==> config.mk <==
export PLATFORM = sky130hd
export DESIGN_NAME = digit_scan_driver
export DESIGN_NICKNAME = d
export VERILOG_FILES = /design/src/rtl/scan_pkg.sv /design/src/rtl/digit_scan_driver_tc_counter.sv /design/src/rtl/digit_scan_driver.sv
export SDC_FILE = /design/constraint.sdc
export NUM_CORES = 1
export LEC_CHECK = 0
export ABC_AREA = 1
export BUFFER_PORTS_ARGS = -buffer_cell sky130_fd_sc_hd__buf_2
export CAP_MARGIN = 0
export CORE_MARGIN = 1.5
export CORE_UTILIZATION = 56
export CTS_CLUSTER_SIZE = 28
export DETAILED_ROUTE_END_ITERATION = 7
export PLACE_DENSITY = 0.85
export SETUP_SLACK_MARGIN = 0.3
export SLEW_MARGIN = 40
export SYNTH_ARGS = -nofsm -noshare
export SYNTH_HDL_FRONTEND = slang
export SYNTH_HIERARCHICAL = 1
export SYNTH_SLANG_ARGS = --single-unit
==> constraint.sdc <==
create_clock -name Clock -period 2 [get_ports Clock]
set_input_delay 0.1 -clock Clock [delete_from_list [all_inputs] [get_ports Clock]]
set_output_delay 0.1 -clock Clock [all_outputs]
set_load 0.005 [all_outputs]
==> src/rtl/scan_pkg.sv <==
// Shared encodings for the two-digit display scanner: slot states, digit-enable
// codes and the largest displayable BCD value.
package scan_pkg;

  localparam int CNT_W = 24;

  typedef enum logic [1:0] {
    ST_ONES_DEAD = 2'd0,
    ST_ONES      = 2'd1,
    ST_TENS_DEAD = 2'd2,
    ST_TENS      = 2'd3
  } scan_state_t;

  localparam logic [1:0] DIG_OFF  = 2'b00;
  localparam logic [1:0] DIG_ONES = 2'b01;
  localparam logic [1:0] DIG_TENS = 2'b10;

  localparam logic [3:0] BCD_MAX = 4'd9;

  function automatic scan_state_t next_slot(input scan_state_t s);
    case (s)
      ST_ONES_DEAD: return ST_ONES;
      ST_ONES:      return ST_TENS_DEAD;
      ST_TENS_DEAD: return ST_TENS;
      default:      return ST_ONES_DEAD;
    endcase
  endfunction

  function automatic logic is_dead(input scan_state_t s);
    return (s == ST_ONES_DEAD) || (s == ST_TENS_DEAD);
  endfunction

endpackage

==> src/rtl/digit_scan_driver_tc_counter.sv <==
// Terminal-count counter: counts while enabled, wraps to 0 after reaching term
// and flags that cycle with a wrap pulse. Clear and reset force it to 0.
module tc_counter #(
  parameter int WIDTH = 24
) (
  input  logic             clk,
  input  logic             rst,
  input  logic             clr,
  input  logic             en,
  input  logic [WIDTH-1:0] term,
  output logic [WIDTH-1:0] count,
  output logic             wrap
);

  assign wrap = en && (count == term);

  // NOTE: non-blocking assignments so every register samples pre-edge values.
  always_ff @(posedge clk) begin
    if (rst || clr) begin
      count <= '0;
    end else if (wrap) begin
      count <= '0;
    end else if (en) begin
      count <= count + WIDTH'(1);
    end
  end

endmodule

==> src/rtl/digit_scan_driver.sv <==
// Time-multiplexes a two-digit BCD timer onto one seg7 decoder with dead slots,
// per-frame digit snapshots, leading-zero blanking and a Time_Out blink.
module digit_scan_driver
  import scan_pkg::*;
#(
  parameter logic [23:0] SCAN_DIV    = 24'd5000,
  parameter logic [3:0]  DEAD_CYCLES = 4'd2,
  parameter logic [23:0] BLINK_DIV   = 24'd5_000_000
) (
  input  logic       Clock,
  input  logic       Reset,
  input  logic       Enable,
  input  logic [3:0] Tens,
  input  logic [3:0] Ones,
  input  logic       Time_Out,
  input  logic       Blank_Lead,
  output logic [3:0] Digit,
  output logic       Blank,
  output logic [1:0] Dig_Sel,
  output logic       Frame_Tick
);

  localparam logic [CNT_W-1:0] SCAN_LAST  = SCAN_DIV - 24'd1;
  localparam logic [CNT_W-1:0] DEAD_LAST  = {20'd0, DEAD_CYCLES} - 24'd1;
  localparam logic [CNT_W-1:0] BLINK_LAST = BLINK_DIV - 24'd1;

  scan_state_t      state;
  logic             en_r;
  logic             bl_r;
  logic [3:0]       snap_tens;
  logic [3:0]       snap_ones;
  logic             phase;

  logic [CNT_W-1:0] slot_cnt;
  logic [CNT_W-1:0] slot_term;
  logic             slot_wrap;
  logic [CNT_W-1:0] blink_cnt;
  logic             blink_wrap;
  logic             frame_start;

  assign slot_term   = is_dead(state) ? DEAD_LAST : SCAN_LAST;
  assign frame_start = en_r && (state == ST_ONES_DEAD) && (slot_cnt == '0);

  // Each slot ends exactly on a wrap, so the wrap itself clears the counter.
  tc_counter #(.WIDTH(CNT_W)) u_slot_cnt (
    .clk   (Clock),
    .rst   (Reset),
    .clr   (1'b0),
    .en    (en_r),
    .term  (slot_term),
    .count (slot_cnt),
    .wrap  (slot_wrap)
  );

  tc_counter #(.WIDTH(CNT_W)) u_blink_cnt (
    .clk   (Clock),
    .rst   (Reset),
    .clr   (!Time_Out),
    .en    (en_r && Time_Out),
    .term  (BLINK_LAST),
    .count (blink_cnt),
    .wrap  (blink_wrap)
  );

  always_ff @(posedge Clock) begin
    if (Reset) begin
      state     <= ST_ONES_DEAD;
      en_r      <= 1'b0;
      bl_r      <= 1'b0;
      snap_tens <= 4'd0;
      snap_ones <= 4'd0;
      phase     <= 1'b0;
    end else begin
      en_r <= Enable;
      bl_r <= Blank_Lead;
      if (frame_start) begin
        snap_tens <= Tens;
        snap_ones <= Ones;
      end
      if (slot_wrap) begin
        state <= next_slot(state);
      end
      if (!Time_Out) begin
        phase <= 1'b0;
      end else if (blink_wrap) begin
        phase <= ~phase;
      end
    end
  end

  // Moore decode from registers only; every suppressed case falls through to blank.
  always_comb begin
    // NOTE: defaults first so no branch leaves an output unassigned (no latch).
    Digit   = 4'd0;
    Blank   = 1'b1;
    Dig_Sel = DIG_OFF;
    if (en_r && !phase) begin
      case (state)
        ST_ONES: begin
          if (snap_ones <= BCD_MAX) begin
            Digit   = snap_ones;
            Blank   = 1'b0;
            Dig_Sel = DIG_ONES;
          end
        end
        ST_TENS: begin
          if ((snap_tens <= BCD_MAX) && !(bl_r && (snap_tens == 4'd0))) begin
            Digit   = snap_tens;
            Blank   = 1'b0;
            Dig_Sel = DIG_TENS;
          end
        end
        default: ;
      endcase
    end
  end

  assign Frame_Tick = frame_start;

endmodule

==> metrics.md <==
| Metric | Value |
|---|---|
| Area Growth Syn to Fin | `19.37%` |
| Share of the synthesized area in the top cell type | `0.2670` |
| Final hold vios | `0` |
| Ys Warns | `6` |
| Clock sinks | `61` |
| Post-synth cell types | `31` |
| Hold WC Path Type | `input pin to flop` |
| Worst EP required | `2.25 ns` |
| Synth Register Bits | `61` |
| Leading area contributor after synthesis | `dfxtp_1` |
| Crit path time final | `1.819 ns` |
| DRT Wirelength | `~11000 um` |
| Total power | `0.002717 W` |
| Clock power frac | `0.449` |
| DR vias | `roughly 4700` |
| Pin count of the biggest net entering global routing | `25` |
| Vias/cell | `slightly below 5` |
| Slew Viols, Final | `0` |
| CTS clock-pin slew for the worst setup and hold paths | `0.07 ns` |
| Final Setup Violations | `0` |
| Crit path capture type | `flop` |
| Number of port buffers | `20` |
| RSZ-0062 raised after global routing | `yes` |
| Initial DRT Pass Iterations | `5` |
| Antenna Cells | `0` |
| Initial DRC Count | `281` |
| CTS HTree Levels | `3` |
| Syn_area_per_cell | `approximately 6.0 um^2` |
| Initial antenna violation count | `0` |
| Dominant cells by area after synthesis | `dfxtp_1, nand2_1, nor2_1, inv_1, xor2_1` |
| Cells after Synth | `760` |
| Sw Ratio | `0.2582` |
| Fmax | `549.7 MHz` |
| Root Buffer | `clkbuf_8` |
| Sequential Power Share | `0.456` |
| TritonCTS clock tree | `yes` |
| Overall Global Routing Usage | `0.2779` |
| Residual DRC count | `0` |
| Clock Path Buffers | `2` |
| Status | `finished clean` |
| CP top delay family | `simple AND/OR/NAND/NOR gates` |
| Net Sw Power | `0.0007014 W` |
| Critical-path cell list | `inv_4 > ha_4 > nor2_4 > inv_1 > nand2_1 > nand2_1 > nor3_1 > nand3_1 > nor2_4 > nor2_1 > a21oi_1 > nor2_1` |
| Peak supply drop | `0.2719 mV` |
| Vias in the first global route | `4605` |
| Die Ht | `slightly above 90 um` |
| Pre-CTS WS | `0.03835 ns` |
| First-pass GRT wire length | `19400 um` |
| Async SR Flop Fraction | `0` |
| Arr. time, crit path | `2.07 ns` |
| Final ANT Viol Nets | `0` |
| Lkg Pwr | `2.464 nW` |
| Post-Route M1 WL | `4969 um` |
| Final period util | `0.9095` |
| Layout fillers | `670` |
| Met3 Wirelength | `654 um` |
| WP buf/inv | `2` |
| Max-Cap Viols | `0` |
| Total gr overflow | `0` |
| Synth cell count leaders | `nand2_1, nor2_1, inv_1` |
| Startpoint types | `flop` |
| Max Fanout on Critical Path | `6` |
| Max stage delay cell, worst path | `dfxtp_4` |
| PwrDens | `497.6 nW/um^2` |
| Initial core utilization | `0.5859` |
| Die area | `8720 um^2` |
| DP Wirelength | `8517 um` |
| FP Rows | `32` |
| Post-synth design cell area | `approximately 4600 um^2` |
| CP max stage delay | `0.39 ns` |
| EDFF count, synth | `0` |
| Die width | `93.38 um` |
| Pint | `0.002016 W` |
| DR WL/cell | `11.56 um` |
| Uppermost layer routed | `met4` |
| Leading cell type by number of instances after synthesis | `nand2_1` |
| Total CTS buffers | `9` |
| CP Class | `flop to flop` |
| Top_reg_cell synth | `dfxtp_1` |
| Clk_lat worst skew | `around 0.35 ns` |
| Layout cells sized above 1 | `0.1195` |
| PnR worst setup slack | `0.1809 ns` |
| Core box area | `between 7000 and 8000 um^2` |
| Combinational Power Share | `0.095` |
| RePlAce Congestion | `approximately 0.93` |
| # IOs | `21` |
| WL met2 | `about 5400 um` |
| Setup TNS Final | `0 ns` |
| Clk_skew | `0.01128 ns` |
| Total Nets Final | `just under 900` |
| Register area share after synthesis | `0.2670` |
==> cells by family (layout without fill, tap and decap cells) <==
group	count (synthesis)	count (layout)	share of synthesized area
XOR/XNOR	43	43	0.08233
AO/OA/AOI/OAI	21	21	0.02571
flip-flops	61	61	0.2670
adder cells (fa/ha/maj)	7	7	0.01915
buffers and inverters	134	177	0.1171
AND/OR/NAND/NOR	492	493	0.4871
other	2	77	0.001642
==> final timing paths <==
| path | start | end | slack (ns) | cells after the start |
|---|---|---|---|---|
| worst max-delay path | state[1] | state[1] | 0.18 | 12 |
| worst min register to register | snap_ones[0] | snap_ones[0] | 0.49 | 2 |
| worst max register to register | state[1] | state[1] | 0.18 | 12 |
| worst min-delay path | Reset | bl_r | 0.02 | 2 |
==> cell type report <==
class	count	area [um^2]	area share
multi-input combinational	641	3177	0.5818
sequential	61	1231	0.2255
inverter	128	485.5	0.08891
timing repair buffer	33	225.2	0.04125
tap	102	127.6	0.02337
clock buffer	9	123.9	0.02269
clock inverter	7	90.09	0.01650
==> flip-flops by register name (all words and copies together), names as in the netlist <==
signal and cells:
u_slot_cnt/count 24, snap_ones 4, bl_r 1, u_blink_cnt/count 24, snap_tens 4, en_r 1
state 2, phase 1
==> power by group through the flow <==
stage	Clock, W	Combinational, W	Sequential, W
after global placement	0	0.000231	0.00127
final	0.00122	0.000258	0.00124
after floorplan	0	0.000187	0.00127
after CTS	0.00124	0.000245	0.00124
after global routing	0.00129	0.000296	0.00124
after detailed placement	0	0.000235	0.00127
==> layout by cell type (no fill, tap or decap), types with 3 or more instances in the layout <==
master and instances:
a21oi_1 7, buf_2 20, buf_4 7, clkbuf_8 9, clkinv_2 3, conb_1 77
dfxtp_1 57, dlygate4sd3_1 3, ha_1 4, inv_1 120, inv_2 5, nand2_1 195
nand2_2 14, nand2_4 4, nand3_1 51, nand4_1 27, nor2_1 155, nor2_2 11
nor2_4 9, nor2_8 3, nor3_1 12, o21ai_0 8, xnor2_1 11, xor2_1 32
==> timing repair <==
| item | 4_1_cts | 5_1_grt |
|---|---|---|
| hold endpoints to repair | 3 | 0 |
| buffers inserted | 3 | 2 |
| setup endpoints to repair | 30 | 56 |
| hold buffers | 3 | 0 |
| gates cloned | 2 | 0 |
| pin swaps | 4 | 2 |
| resized for setup | 8 | 9 |
==> metrics by stage <==
step / area [um^2] / std cells / hold slack, ns / utilization
CTS: 5416 / 979 / 0.001521 / 0.6938
floorplan: 4896 / 835 / 0.1627 / -
finish: 5460 / 981 / 0.01743 / 0.6994
global placement: 5111 / 955 / 0.3057 / 0.6546
detailed placement: 5111 / 955 / 0.3148 / 0.6546
global route: 5460 / 981 / 0.02201 / 0.6994
==> layer usage <==
layer,vias up,global-route usage
li1,2476,-
met1,2091,0.3265
met2,150,0.4843
met3,31,0.05203
met4,0,0.1288
met5,-,0
(Power assumes the default switching activity.)
